File: src/rtl/serial_sub_pkg.sv
// rtl/serial_sub_pkg.sv - shared state encodings and default width for the serial subtractor
package serial_sub_pkg;

    localparam int DEFAULT_WIDTH = 8;

    typedef enum logic [1:0] {
        IDLE = 2'd0,
        RUN  = 2'd1,
        DONE = 2'd2
    } state_t;

endpackage

File: src/rtl/serial_subtractor_if.sv
// rtl/serial_subtractor_if.sv - start/done operand bus of the serial subtractor (ovf with SERIAL_SUB_OVF_EN)
interface serial_subtractor_if
    import serial_sub_pkg::*;
#(
    parameter int WIDTH = DEFAULT_WIDTH
);

    logic             start;
    logic [WIDTH-1:0] a;
    logic [WIDTH-1:0] b;
    logic             bin;
    logic             busy;
    logic             done;
    logic [WIDTH-1:0] diff;
    logic             bout;
`ifdef SERIAL_SUB_OVF_EN
    logic             ovf;

    modport master (output start, a, b, bin, input busy, done, diff, bout, ovf);
    modport slave  (input start, a, b, bin, output busy, done, diff, bout, ovf);
`else
    modport master (output start, a, b, bin, input busy, done, diff, bout);
    modport slave  (input start, a, b, bin, output busy, done, diff, bout);
`endif

endinterface

File: src/rtl/full_subtractor.sv
// rtl/full_subtractor.sv - single-bit full subtractor cell: diff = a - b - bin
module full_subtractor (
    output logic diff,
    output logic bout,
    input  logic a,
    input  logic b,
    input  logic bin
);

    assign diff = a ^ b ^ bin;
    assign bout = (~a & b) | (~(a ^ b) & bin);

endmodule

File: src/rtl/serial_subtractor.sv
// rtl/serial_subtractor.sv - bit-serial a - b - bin, LSB first, one bit per clock (ovf with SERIAL_SUB_OVF_EN)
module serial_subtractor
    import serial_sub_pkg::*;
#(
    parameter int WIDTH = DEFAULT_WIDTH
) (
    input  logic                clk,
    input  logic                rst_n,
    serial_subtractor_if.slave  bus
);

    localparam int CW = $clog2(WIDTH);

    state_t           state;
    state_t           next_state;
    logic [WIDTH-1:0] a_sr;
    logic [WIDTH-1:0] b_sr;
    logic [WIDTH-1:0] res_sr;
    logic             borrow;
    logic [CW-1:0]    cnt;
    logic             last;
    logic             cell_diff;
    logic             cell_bout;
    logic             busy_q;
    logic             done_q;
    logic [WIDTH-1:0] diff_q;
    logic             bout_q;
`ifdef SERIAL_SUB_OVF_EN
    logic             a_msb;
    logic             b_msb;
    logic             ovf_q;
`endif

    full_subtractor u_cell (
        .diff (cell_diff),
        .bout (cell_bout),
        .a    (a_sr[0]),
        .b    (b_sr[0]),
        .bin  (borrow)
    );

    assign last = (state == RUN) && (cnt == CW'(WIDTH - 1));

    always_ff @(posedge clk or negedge rst_n) begin
        if (!rst_n) state <= IDLE;
        else        state <= next_state;
    end

    always_comb begin
        next_state = state;
        case (state)
            IDLE:    if (bus.start) next_state = RUN;
            RUN:     if (last)      next_state = DONE;
            DONE:                   next_state = IDLE;
            default:                next_state = IDLE;
        endcase
    end

    // Operands are only loaded in IDLE, so a start seen while busy cannot disturb them.
    always_ff @(posedge clk or negedge rst_n) begin
        if (!rst_n) begin
            a_sr   <= '0;
            b_sr   <= '0;
            res_sr <= '0;
            borrow <= 1'b0;
            cnt    <= '0;
            busy_q <= 1'b0;
            done_q <= 1'b0;
            diff_q <= '0;
            bout_q <= 1'b0;
`ifdef SERIAL_SUB_OVF_EN
            a_msb  <= 1'b0;
            b_msb  <= 1'b0;
            ovf_q  <= 1'b0;
`endif
        end else begin
            busy_q <= (next_state != IDLE);
            done_q <= last;
            case (state)
                IDLE: begin
                    if (bus.start) begin
                        a_sr   <= bus.a;
                        b_sr   <= bus.b;
                        borrow <= bus.bin;
                        cnt    <= '0;
                        res_sr <= '0;
`ifdef SERIAL_SUB_OVF_EN
                        a_msb  <= bus.a[WIDTH-1];
                        b_msb  <= bus.b[WIDTH-1];
`endif
                    end
                end
                RUN: begin
                    a_sr   <= a_sr >> 1;
                    b_sr   <= b_sr >> 1;
                    res_sr <= {cell_diff, res_sr[WIDTH-1:1]};
                    borrow <= cell_bout;
                    cnt    <= cnt + 1'b1;
                    if (last) begin
                        diff_q <= {cell_diff, res_sr[WIDTH-1:1]};
                        bout_q <= cell_bout;
`ifdef SERIAL_SUB_OVF_EN
                        ovf_q  <= (a_msb ^ b_msb) & (a_msb ^ cell_diff);
`endif
                    end
                end
                default: ;
            endcase
        end
    end

    assign bus.busy = busy_q;
    assign bus.done = done_q;
    assign bus.diff = diff_q;
    assign bus.bout = bout_q;
`ifdef SERIAL_SUB_OVF_EN
    assign bus.ovf  = ovf_q;
`endif

endmodule

File: src/flat_wrapper.sv
// flat-port wrapper written by rule: the top's interface ports become plain ports
module serial_subtractor_flat import serial_sub_pkg::*;
#(
    parameter int WIDTH = DEFAULT_WIDTH
)
  (clk, rst_n, bus_start, bus_a, bus_b, bus_bin, bus_busy, bus_done, bus_diff, bus_bout);
  serial_subtractor_if #(.WIDTH(WIDTH)) bus_i ();
  input  logic clk;
  input  logic rst_n;
  input wire logic [$bits(bus_i.start)-1:0] bus_start;
  input wire logic [$bits(bus_i.a)-1:0] bus_a;
  input wire logic [$bits(bus_i.b)-1:0] bus_b;
  input wire logic [$bits(bus_i.bin)-1:0] bus_bin;
  output wire logic [$bits(bus_i.busy)-1:0] bus_busy;
  output wire logic [$bits(bus_i.done)-1:0] bus_done;
  output wire logic [$bits(bus_i.diff)-1:0] bus_diff;
  output wire logic [$bits(bus_i.bout)-1:0] bus_bout;
  assign bus_i.start = bus_start;
  assign bus_i.a = bus_a;
  assign bus_i.b = bus_b;
  assign bus_i.bin = bus_bin;
  assign bus_busy = bus_i.busy;
  assign bus_done = bus_i.done;
  assign bus_diff = bus_i.diff;
  assign bus_bout = bus_i.bout;
  serial_subtractor #(.WIDTH(WIDTH)) u_core (.clk(clk), .rst_n(rst_n), .bus(bus_i));
endmodule
File: config.mk
export PLATFORM = sky130hd
export DESIGN_NAME = serial_subtractor_flat
export DESIGN_NICKNAME = d
export VERILOG_FILES = /design/src/rtl/serial_sub_pkg.sv /design/src/rtl/serial_subtractor_if.sv /design/src/rtl/full_subtractor.sv /design/src/rtl/serial_subtractor.sv /design/src/flat_wrapper.sv
export SDC_FILE = /design/constraint.sdc
export NUM_CORES = 1
export LEC_CHECK = 0
export BUFFER_PORTS_ARGS = -buffer_cell sky130_fd_sc_hd__buf_2
export CAP_MARGIN = 20
export CORE_ASPECT_RATIO = 1.75
export CORE_MARGIN = 2
export CORE_UTILIZATION = 23
export CTS_BUF_LIST = sky130_fd_sc_hd__clkbuf_16
export CTS_CLUSTER_DIAMETER = 60
export CTS_CLUSTER_SIZE = 10
export DETAILED_ROUTE_END_ITERATION = 16
export SLEW_MARGIN = 10
export SYNTH_ARGS = -nofsm -noshare
export SYNTH_HDL_FRONTEND = slang
export SYNTH_SLANG_ARGS = --single-unit
File: constraint.sdc
create_clock -name clk -period 1.5 [get_ports clk]
set_input_delay 0.3 -clock clk [delete_from_list [all_inputs] [get_ports clk]]
set_output_delay 0.3 -clock clk [all_outputs]
set_load 0.02 [all_outputs]
==> qor.txt, run 1 <==
startpoint types - flop
clock root buffer - clkbuf_16
Fmax - 713 MHz
count of final hold-check violations - 0
final setup vio count - 0
ANT cells - 0
DIE WIDTH - 71.8 µm
worst skew pair latency - 0.27 ns
initial antenna violation count - 0
CTS Buffer Depth - 2
Final Critical Period - 1.40 ns
CTS H-tree lvls - 2
Worst Path Max Fanout - 4
Leak - 1.09 nW
CORE AREA - 7860 µm²
fillers - 811
DRT antenna net count - 0
synth unique cells - 26
RSZ-0062 raised after global routing - no
sequential element share of the synthesized area - 54.2%
element type at the critical path end - flop
Vias/cell - 4.55
average wire per standard cell - 14.4 µm
TritonCTS clock tree - yes
CTS buffer count - 5
synth warn - 0
commonest non-fill, non-tap cells in the layout - dfrtp_1 (40), buf_2 (30), inv_1 (21)
dpl hpwl - 2830 µm
largest cells by area after synthesis - dfrtp_1 (54%), mux2_4 (5.7%), nor4b_1 (5.2%), a211oi_1 (4.5%), nor3b_1 (4.5%)
Pre-antenna DRT Iters - 5
max cap viols - 0
mapped cell area - 1850 µm²
Worst Skew - 0.00301 ns
Rows - 43
Die ar. - 8800 µm²
Initial Util - 23.5%
critical path arrival - 1.56 ns
slew margin rel. - 71.6%
outcome - finished, final reports clean
Nets - 207
post-route DRC violation count - 0
clock-pin slew on the worst setup and hold paths - 0.06 ns
overflow left after global routing - 0
Synth top area share - 54.2%
Layout area overhead - 23.3%
end-of-flow core utilization - 29.0%
Least-Margin Pin Slew - 0.427 ns
largest area contributor in the netlist - dfrtp_1
Final Non-Filler Cells - 274
total number of vias - 1248
Worst Path Required - 1.66 ns
Cells after DPL - 265
IR drop worst, VDD - 0.556 mV
Die Height - 123 µm
placer's final routability congestion estimate - 0.690
first-pass GRT wire length - 6700 µm
Pwr Density - 2020 nW/µm²
Overall Global Routing Usage - 9.75%
setup tns final - 0 ns
fraction of layout cells with a size suffix above 1 - 33.7%
largest net degree at the start of global routing - 19
hold crit path type - primary input to flop
most common cell after layout, fill and taps aside - dfrtp_1
Seq cells post-synth - 40
IO Port Bufs - 30
total clock sinks - 40
final worst path period share - 93.5%
max-slew violations - 0
total power - 0.00460 W
Crit Path Class - flop to flop
final WL - 3930 µm
Fin Hold WS - 0.281 ns
Post-Syn Area per Cell - 12.7 µm²
Mapped Nets - 168
Post-Synthesis Cells - 145
top-level I/O count - 31
vias in the first global route - 1325
Initial DRC Count - 117
Setup Fix Bufs, Post-CTS - 0
-- per-layer routing --
layer | part of all wire [%] | GRT usage [%] | vias to the layer above
met5 | 0 | 0 | -
met3 | 4.3 | 1.97 | 5
met2 | 51 | 16.0 | 32
met4 | 1.5 | 4.25 | 0
li1 | - | - | 598
met1 | 43 | 12.3 | 613
-- flip-flops by register name, summed over array words and instances, names as in the netlist --
register	cells
u_core.bus.diff	8
u_core.bus.done	1
u_core.bus.busy	1
u_core.bus.bout	1
u_core.a_sr	8
u_core.state	2
u_core.borrow	1
u_core.b_sr	8
u_core.res_sr	7
u_core.cnt	3
-- final cells by class --
type	instances	area [µm²]	area share (%)
repair buffers	42	255	11.2
multi-input cells	74	698	30.6
clock inverters	2	7.51	0.329
well taps	90	113	4.94
clock buffers	5	125	5.49
flip-flops and latches	40	1000	43.9
inverters	21	78.8	3.46
-- synth_stat cells --
cell	count
buf_4	2
o21bai_4	1
a211oi_1	11
nor2b_2	1
clkbuf_1	2
nor4b_1	11
a22o_1	9
dfrtp_1	40
a32o_1	1
buf_6	5
fa_1	1
mux2_2	2
nand2_1	2
inv_1	21
o311ai_2	1
nor2b_1	1
nor3b_1	11
buf_2	2
nor2_1	4
a222oi_1	4
nand3b_4	1
mux2_4	7
ha_1	2
a21oi_1	1
or3b_2	1
mux2i_1	1
-- worst max-delay path: stages (launching register included) --
cell      delay (ns)
dfrtp_1         0.38
ha_1            0.20
ha_2            0.21
nand3b_2        0.18
mux2_4          0.32
-- power breakdown --
part	total (W)	internal [W]	switching, W	leakage (nW)
combinational	0.00177	0.000889	0.000877	0.539
sequential	0.00186	0.00156	0.000298	0.490
clock	0.000976	0.000594	0.000381	0.0648
-- through the flow --
stage | setup WS (ns) | area [µm²]
2_1_floorplan | 0.0751 | 1850
3_3_place_gp | 0.0660 | 2120
3_5_place_dp | 0.0338 | 2120
4_1_cts | 0.0233 | 2260
5_1_grt | 0.000592 | 2280
6_report | 0.0968 | 2280
-- kinds of logic (layout without fill, tap and decap cells) --
family | after synthesis | after routing | share of synthesized area [%]
buffers and inverters | 32 | 70 | 9.07
and+or+nand+nor | 32 | 33 | 13.3
adders and majority gates | 3 | 3 | 2.44
muxes | 10 | 10 | 7.45
AOI/OAI and AO/OA | 28 | 28 | 13.6
DFF | 40 | 40 | 54.2
-- worst paths after layout --
path,from,endpoint,slack (ns),depth (start not counted)
max in group asynchronous,rst_n,u_core.b_sr[7]$_DFFE_PN0P_,0.55,3
hold reg to reg,u_core.bus.diff[2]$_DFFE_PN0P_,u_core.bus.diff[2]$_DFFE_PN0P_,0.50,1
setup / recovery,u_core.cnt[0]$_DFFE_PN0P_,u_core.bus.diff[3]$_DFFE_PN0P_,0.1,4
hold / removal,bus_a[7],u_core.a_sr[7]$_DFFE_PN0P_,0.28,2
setup reg to reg,u_core.cnt[0]$_DFFE_PN0P_,u_core.bus.diff[3]$_DFFE_PN0P_,0.1,4
min in group asynchronous,rst_n,u_core.bus.done$_DFF_PN0_,0.49,2
-- what timing repair did --
action / 4_1_cts / 5_1_grt
resized for setup: 0 / 2
endpoints found under the setup margin: 0 / 6
hold buffers: 1 / 0
endpoints found under the hold margin: 15 / 0
Note: power is estimated with default switching activity, not from simulation.
==> run 2, diff against run 1 <==
Settings changed: CAP_MARGIN 20 to default, CORE_ASPECT_RATIO 1.75 to 2.
==> qor.txt, run 2 (synthesized netlist as in run 1, its figures left out) <==
outcome - finished, final reports clean (unchanged)
DIE WIDTH - 67.4 µm (was 71.8 µm)
clock root buffer - clkbuf_16 (unchanged)
ANT cells - 0 (unchanged)
RSZ-0062 raised after global routing - no (unchanged)
total number of vias - 1273 (was 1248)
Worst Skew - 0.00391 ns (was 0.00301 ns)
count of final hold-check violations - 0 (unchanged)
average wire per standard cell - 13.8 µm (was 14.4 µm)
worst skew pair latency - 0.28 ns (was 0.27 ns)
hold crit path type - primary input to flop (unchanged)
max-slew violations - 0 (unchanged)
overflow left after global routing - 0 (unchanged)
Layout area overhead - 24.9% (was 23.3%)
Most Frequent Cell on Critical Path - ha_1
Overall Global Routing Usage - 9.42% (was 9.75%)
final worst path period share - 96.2% (was 93.5%)
Pwr Density - 2090 nW/µm² (was 2020 nW/µm²)
post-route DRC violation count - 0 (unchanged)
Leak - 1.10 nW (was 1.09 nW)
Fmax - 693 MHz (was 713 MHz)
slowest CP cell - dfrtp_1 (unchanged)
fraction of layout cells with a size suffix above 1 - 32.0% (was 33.7%)
Final Critical Period - 1.44 ns (was 1.40 ns)
Die ar. - 8810 µm² (was 8800 µm²)
Nets - 203 (was 207)
commonest non-fill, non-tap cells in the layout - dfrtp_1 (40), buf_2 (30), inv_1 (21) (unchanged)
max incr delay on CP - 0.39 ns (was 0.38 ns)
final WL - 3830 µm (was 3930 µm)
Initial DRC Count - 52 (was 117)
Cells after DPL - 267 (was 265)
Initial Util - 23.4% (was 23.5%)
initial antenna violation count - 0 (unchanged)
Pre-antenna DRT Iters - 5 (unchanged)
first-pass GRT wire length - 6220 µm (was 6700 µm)
Least-Margin Pin Slew - 0.386 ns (was 0.427 ns)
CTS buffer count - 5 (unchanged)
CTS H-tree lvls - 2 (unchanged)
Worst Path Required - 1.66 ns (about the same)
IO Port Bufs - 30 (unchanged)
Buf+Inv Stages, Crit Path - 0 (unchanged)
CORE AREA - 7890 µm² (was 7860 µm²)
clock-pin slew on the worst setup and hold paths - 0.06 ns (about the same)
Vias/cell - 4.60 (was 4.55)
startpoint types - flop (unchanged)
final setup vio count - 0 (unchanged)
CTS Buffer Depth - 2 (unchanged)
Final Non-Filler Cells - 277 (was 274)
IR drop worst, VDD - 0.739 mV (was 0.556 mV)
most common cell after layout, fill and taps aside - dfrtp_1 (unchanged)
total power - 0.00483 W (was 0.00460 W)
largest net degree at the start of global routing - 41 (was 19)
Setup Fix Bufs, Post-CTS - 0 (unchanged)
Rows - 46 (was 43)
placer's final routability congestion estimate - 0.699 (was 0.690)
critical path arrival - 1.61 ns (was 1.56 ns)
setup tns final - 0 ns (unchanged)
cell family with most CP delay - adder cells (unchanged)
TritonCTS clock tree - yes (unchanged)
DRT antenna net count - 0 (unchanged)
top-level I/O count - 31 (unchanged)
slew margin rel. - 74.2% (was 71.6%)
max cap viols - 0 (unchanged)
element type at the critical path end - flop (unchanged)
Crit Path Class - flop to flop (unchanged)
worst path cell trace - ha_1 > ha_1 > nand3b_2 > mux2_4 (was ha_1 > ha_2 > nand3b_2 > mux2_4)
dpl hpwl - 2480 µm (was 2830 µm)
fillers - 802 (was 811)
vias in the first global route - 1235 (was 1325)
total clock sinks - 40 (unchanged)
Die Height - 131 µm (was 123 µm)
Worst Path Max Fanout - 4 (unchanged)
## run 2: final timing paths
kind	startpoint	end	slack [ns]	depth (start not counted)
min in group asynchronous	rst_n	u_core.bus.done$_DFF_PN0_	0.52	3
hold / removal	bus_a[7]	u_core.a_sr[7]$_DFFE_PN0P_	0.30	2
hold reg to reg	u_core.bus.diff[4]$_DFFE_PN0P_	u_core.bus.diff[4]$_DFFE_PN0P_	0.50	1
max in group asynchronous	rst_n	u_core.b_sr[3]$_DFFE_PN0P_	0.78	3
setup / recovery	u_core.cnt[0]$_DFFE_PN0P_	u_core.bus.diff[1]$_DFFE_PN0P_	0.06	4
setup reg to reg	u_core.cnt[0]$_DFFE_PN0P_	u_core.bus.diff[1]$_DFFE_PN0P_	0.06	4
## run 2: where the power goes
| part | internal (W) | switching [W] | leakage, nW |
|---|---|---|---|
| Combinational | 0.000912 | 0.000890 | 0.530 |
| Sequential | 0.00156 | 0.000297 | 0.490 |
| Clock | 0.000772 | 0.000395 | 0.0789 |
## run 2: cell type report
class	count	area, µm²	area share [%]
clock inverter	3	37.5	1.63
timing repair buffer	38	250	10.8
inverter	21	78.8	3.41
sequential	40	1000	43.4
multi-input combinational	74	696	30.1
clock buffer	5	125	5.42
tap	96	120	5.20
## run 2: layer usage
metal	vias up	share of wire [%]	track usage (%)
li1	591	-	-
met1	639	44	12.8
met2	39	50	13.9
met3	4	5.5	2.65
met4	0	1.3	3.96
met5	-	0	0
## run 2: per-stage QoR
step / worst slack (ns) / util [%] / hold slack, ns / area (µm²)
final: 0.0570 / 29.3 / 0.299 / 2310
after global routing: 0.00213 / 29.3 / 0.296 / 2310
after CTS: 0.0413 / 29.1 / 0.292 / 2290
after detailed placement: 0.0460 / 26.9 / 0.288 / 2120
after global placement: 0.0677 / 26.9 / 0.291 / 2120
after floorplan: 0.0751 / - / 0.00441 / 1850
## run 2: timing repair
action | in CTS | in global routing
gates resized for setup | 0 | 1
endpoints found under the hold margin | 14 | 0
setup endpoints to repair | 0 | 5
hold buffers | 1 | 0
==> run 3, diff against run 2 <==
Settings changed: TNS_END_PERCENT from default to 30.
Clock period 1.5 ns to 1.4 ns, I/O delays scaled along.
==> qor.txt, run 3 (synthesized netlist as in run 1, its figures left out) <==
clock root buffer - clkbuf_16 (unchanged)
CTS H-tree lvls - 2 (unchanged)
vias in the first global route - 1264 (was 1235)
Final Critical Period - 1.36 ns (was 1.44 ns)
total clock sinks - 40 (unchanged)
reg2reg start - u_core.cnt[0]$_DFFE_PN0P_ (unchanged)
Initial DRC Count - 37 (was 52)
Rows - 46 (unchanged)
first-pass GRT wire length - 6580 µm (was 6220 µm)
outcome - finished, final reports clean (unchanged)
CTS buffer count - 5 (unchanged)
worst skew pair latency - 0.28 ns (about the same)
Crit Path Class - flop to flop (unchanged)
M2 GR Usage - 15.9% (was 13.9%)
Layout area overhead - 25.8% (was 24.9%)
RSZ-0062 raised after global routing - no (unchanged)
GRT Max-Usage Layer - met2 (unchanged)
Levels on crit path - 4 (unchanged)
Overall Global Routing Usage - 9.93% (was 9.42%)
Pre-antenna DRT Iters - 4 (was 5)
overflow left after global routing - 0 (unchanged)
Worst Path Max Fanout - 5 (was 4)
clock-pin slew on the worst setup and hold paths - 0.06 ns (about the same)
final setup vio count - 0 (unchanged)
critical path arrival - 1.52 ns (was 1.61 ns)
hold crit path type - primary input to flop (unchanged)
Vias/cell - 4.39 (was 4.60)
average wire per standard cell - 13.7 µm (was 13.8 µm)
Nets - 206 (was 203)
Least-Margin Pin Slew - 0.319 ns (was 0.386 ns)
CTS Buffer Depth - 2 (unchanged)
slew margin rel. - 78.4% (was 74.2%)
cell area after placement - 2140 µm² (was 2120 µm²)
max cap viols - 0 (unchanged)
initial antenna violation count - 0 (unchanged)
crit path from - u_core.cnt[0]$_DFFE_PN0P_ (unchanged)
ANT cells - 0 (unchanged)
Worst Skew - 0.00420 ns (was 0.00391 ns)
IR drop worst, VDD - 0.748 mV (was 0.739 mV)
max incr delay on CP - 0.39 ns (about the same)
final WL - 3830 µm (about the same)
slowest CP cell - dfrtp_1 (unchanged)
startpoint types - flop (unchanged)
element type at the critical path end - flop (unchanged)
count of final hold-check violations - 0 (unchanged)
post-route cell area - 2320 µm² (was 2310 µm²)
Leak - 1.11 nW (was 1.10 nW)
placer's final routability congestion estimate - 0.695 (was 0.699)
TritonCTS clock tree - yes (unchanged)
DIE WIDTH - 67.4 µm (unchanged)
final worst path period share - 97.1% (was 96.2%)
largest net degree at the start of global routing - 41 (unchanged)
Die ar. - 8810 µm² (unchanged)
Buf+Inv Stages, Crit Path - 0 (unchanged)
Worst Path Required - 1.56 ns (was 1.66 ns)
top-level I/O count - 31 (unchanged)
worst path cell trace - ha_2 > ha_4 > nand3b_4 > mux2_2 (was ha_1 > ha_1 > nand3b_2 > mux2_4)
DRT antenna net count - 0 (unchanged)
dpl hpwl - 2640 µm (was 2480 µm)
total number of vias - 1226 (was 1273)
GR Util met3 - 2.31% (was 2.65%)
Initial Util - 23.4% (unchanged)
post-route DRC violation count - 0 (unchanged)
Pwr Density - 2170 nW/µm² (was 2090 nW/µm²)
total power - 0.00504 W (was 0.00483 W)
max-slew violations - 0 (unchanged)
cell family with most CP delay - flip-flops (was adder cells)
most common cell after layout, fill and taps aside - dfrtp_1 (unchanged)
Hold Startpoint - bus_a[7] (unchanged)
fraction of layout cells with a size suffix above 1 - 33.9% (was 32.0%)
Fmax - 736 MHz (was 693 MHz)
Die Height - 131 µm (unchanged)
CORE AREA - 7890 µm² (unchanged)
GRT met1 Usage - 13.1% (was 12.8%)
IO Port Bufs - 30 (unchanged)
Worst R2R Path Depth - 4 (unchanged)
commonest non-fill, non-tap cells in the layout - dfrtp_1 (40), buf_2 (30), inv_1 (21) (unchanged)
end-of-flow core utilization - 29.5% (was 29.3%)
worst hold stages - 2 (unchanged)
[run 3: what timing repair did]
item                                    4_1_cts  5_1_grt
gates resized for setup                       1        3
pin swaps                                     1        0
cloned                                        1        0
setup buffers                                 0        0
endpoints found under the hold margin        40        0
endpoints found under the setup margin        7       13
hold buffers                                  1        0
[run 3: final cells by class]
cell class,count,area (µm²)
fillers,785,5560
flip-flops and latches,40,1000
multi-input cells,74,719
repair buffers,41,273
clock buffers,5,125
well taps,96,120
inverters,21,78.8
clock inverters,2,7.51
[run 3: stage by stage]
stage	instances	setup TNS, ns	worst slack (ns)	hold slack (ns)
after CTS	279	-0.0158	-0.00554	0.264
after detailed placement	270	-0.0327	-0.0320	0.267
after floorplan	145	0	0.0193	-0.0156
after global routing	279	0	0.00381	0.264
after global placement	270	0	0.00926	0.271
final	279	0	0.0407	0.266
[run 3: worst paths after layout]
path / end / slack [ns]
min reg2reg: u_core.bus.diff[4]$_DFFE_PN0P_ / 0.50
min in group asynchronous: u_core.bus.busy$_DFF_PN0_ / 0.50
max in group asynchronous: u_core.bus.diff[1]$_DFFE_PN0P_ / 0.70
max reg2reg: u_core.bus.diff[4]$_DFFE_PN0P_ / 0.04
max: u_core.bus.diff[4]$_DFFE_PN0P_ / 0.04
min: u_core.a_sr[7]$_DFFE_PN0P_ / 0.27
[run 3: layer usage]
layer	vias to the layer above	wire length (µm)	part of all wire (%)
met4	0	52	1.4
li1	594	-	-
met3	4	155	4.0
met1	596	1690	44
met2	32	1930	50
met5	-	0	0
[run 3: report_power, final]
part           leakage [nW]  switching, W  internal, W
sequential            0.490      0.000313      0.00167
clock                0.0648      0.000413     0.000637
combinational         0.550      0.000981      0.00103
total                  1.11       0.00171      0.00334
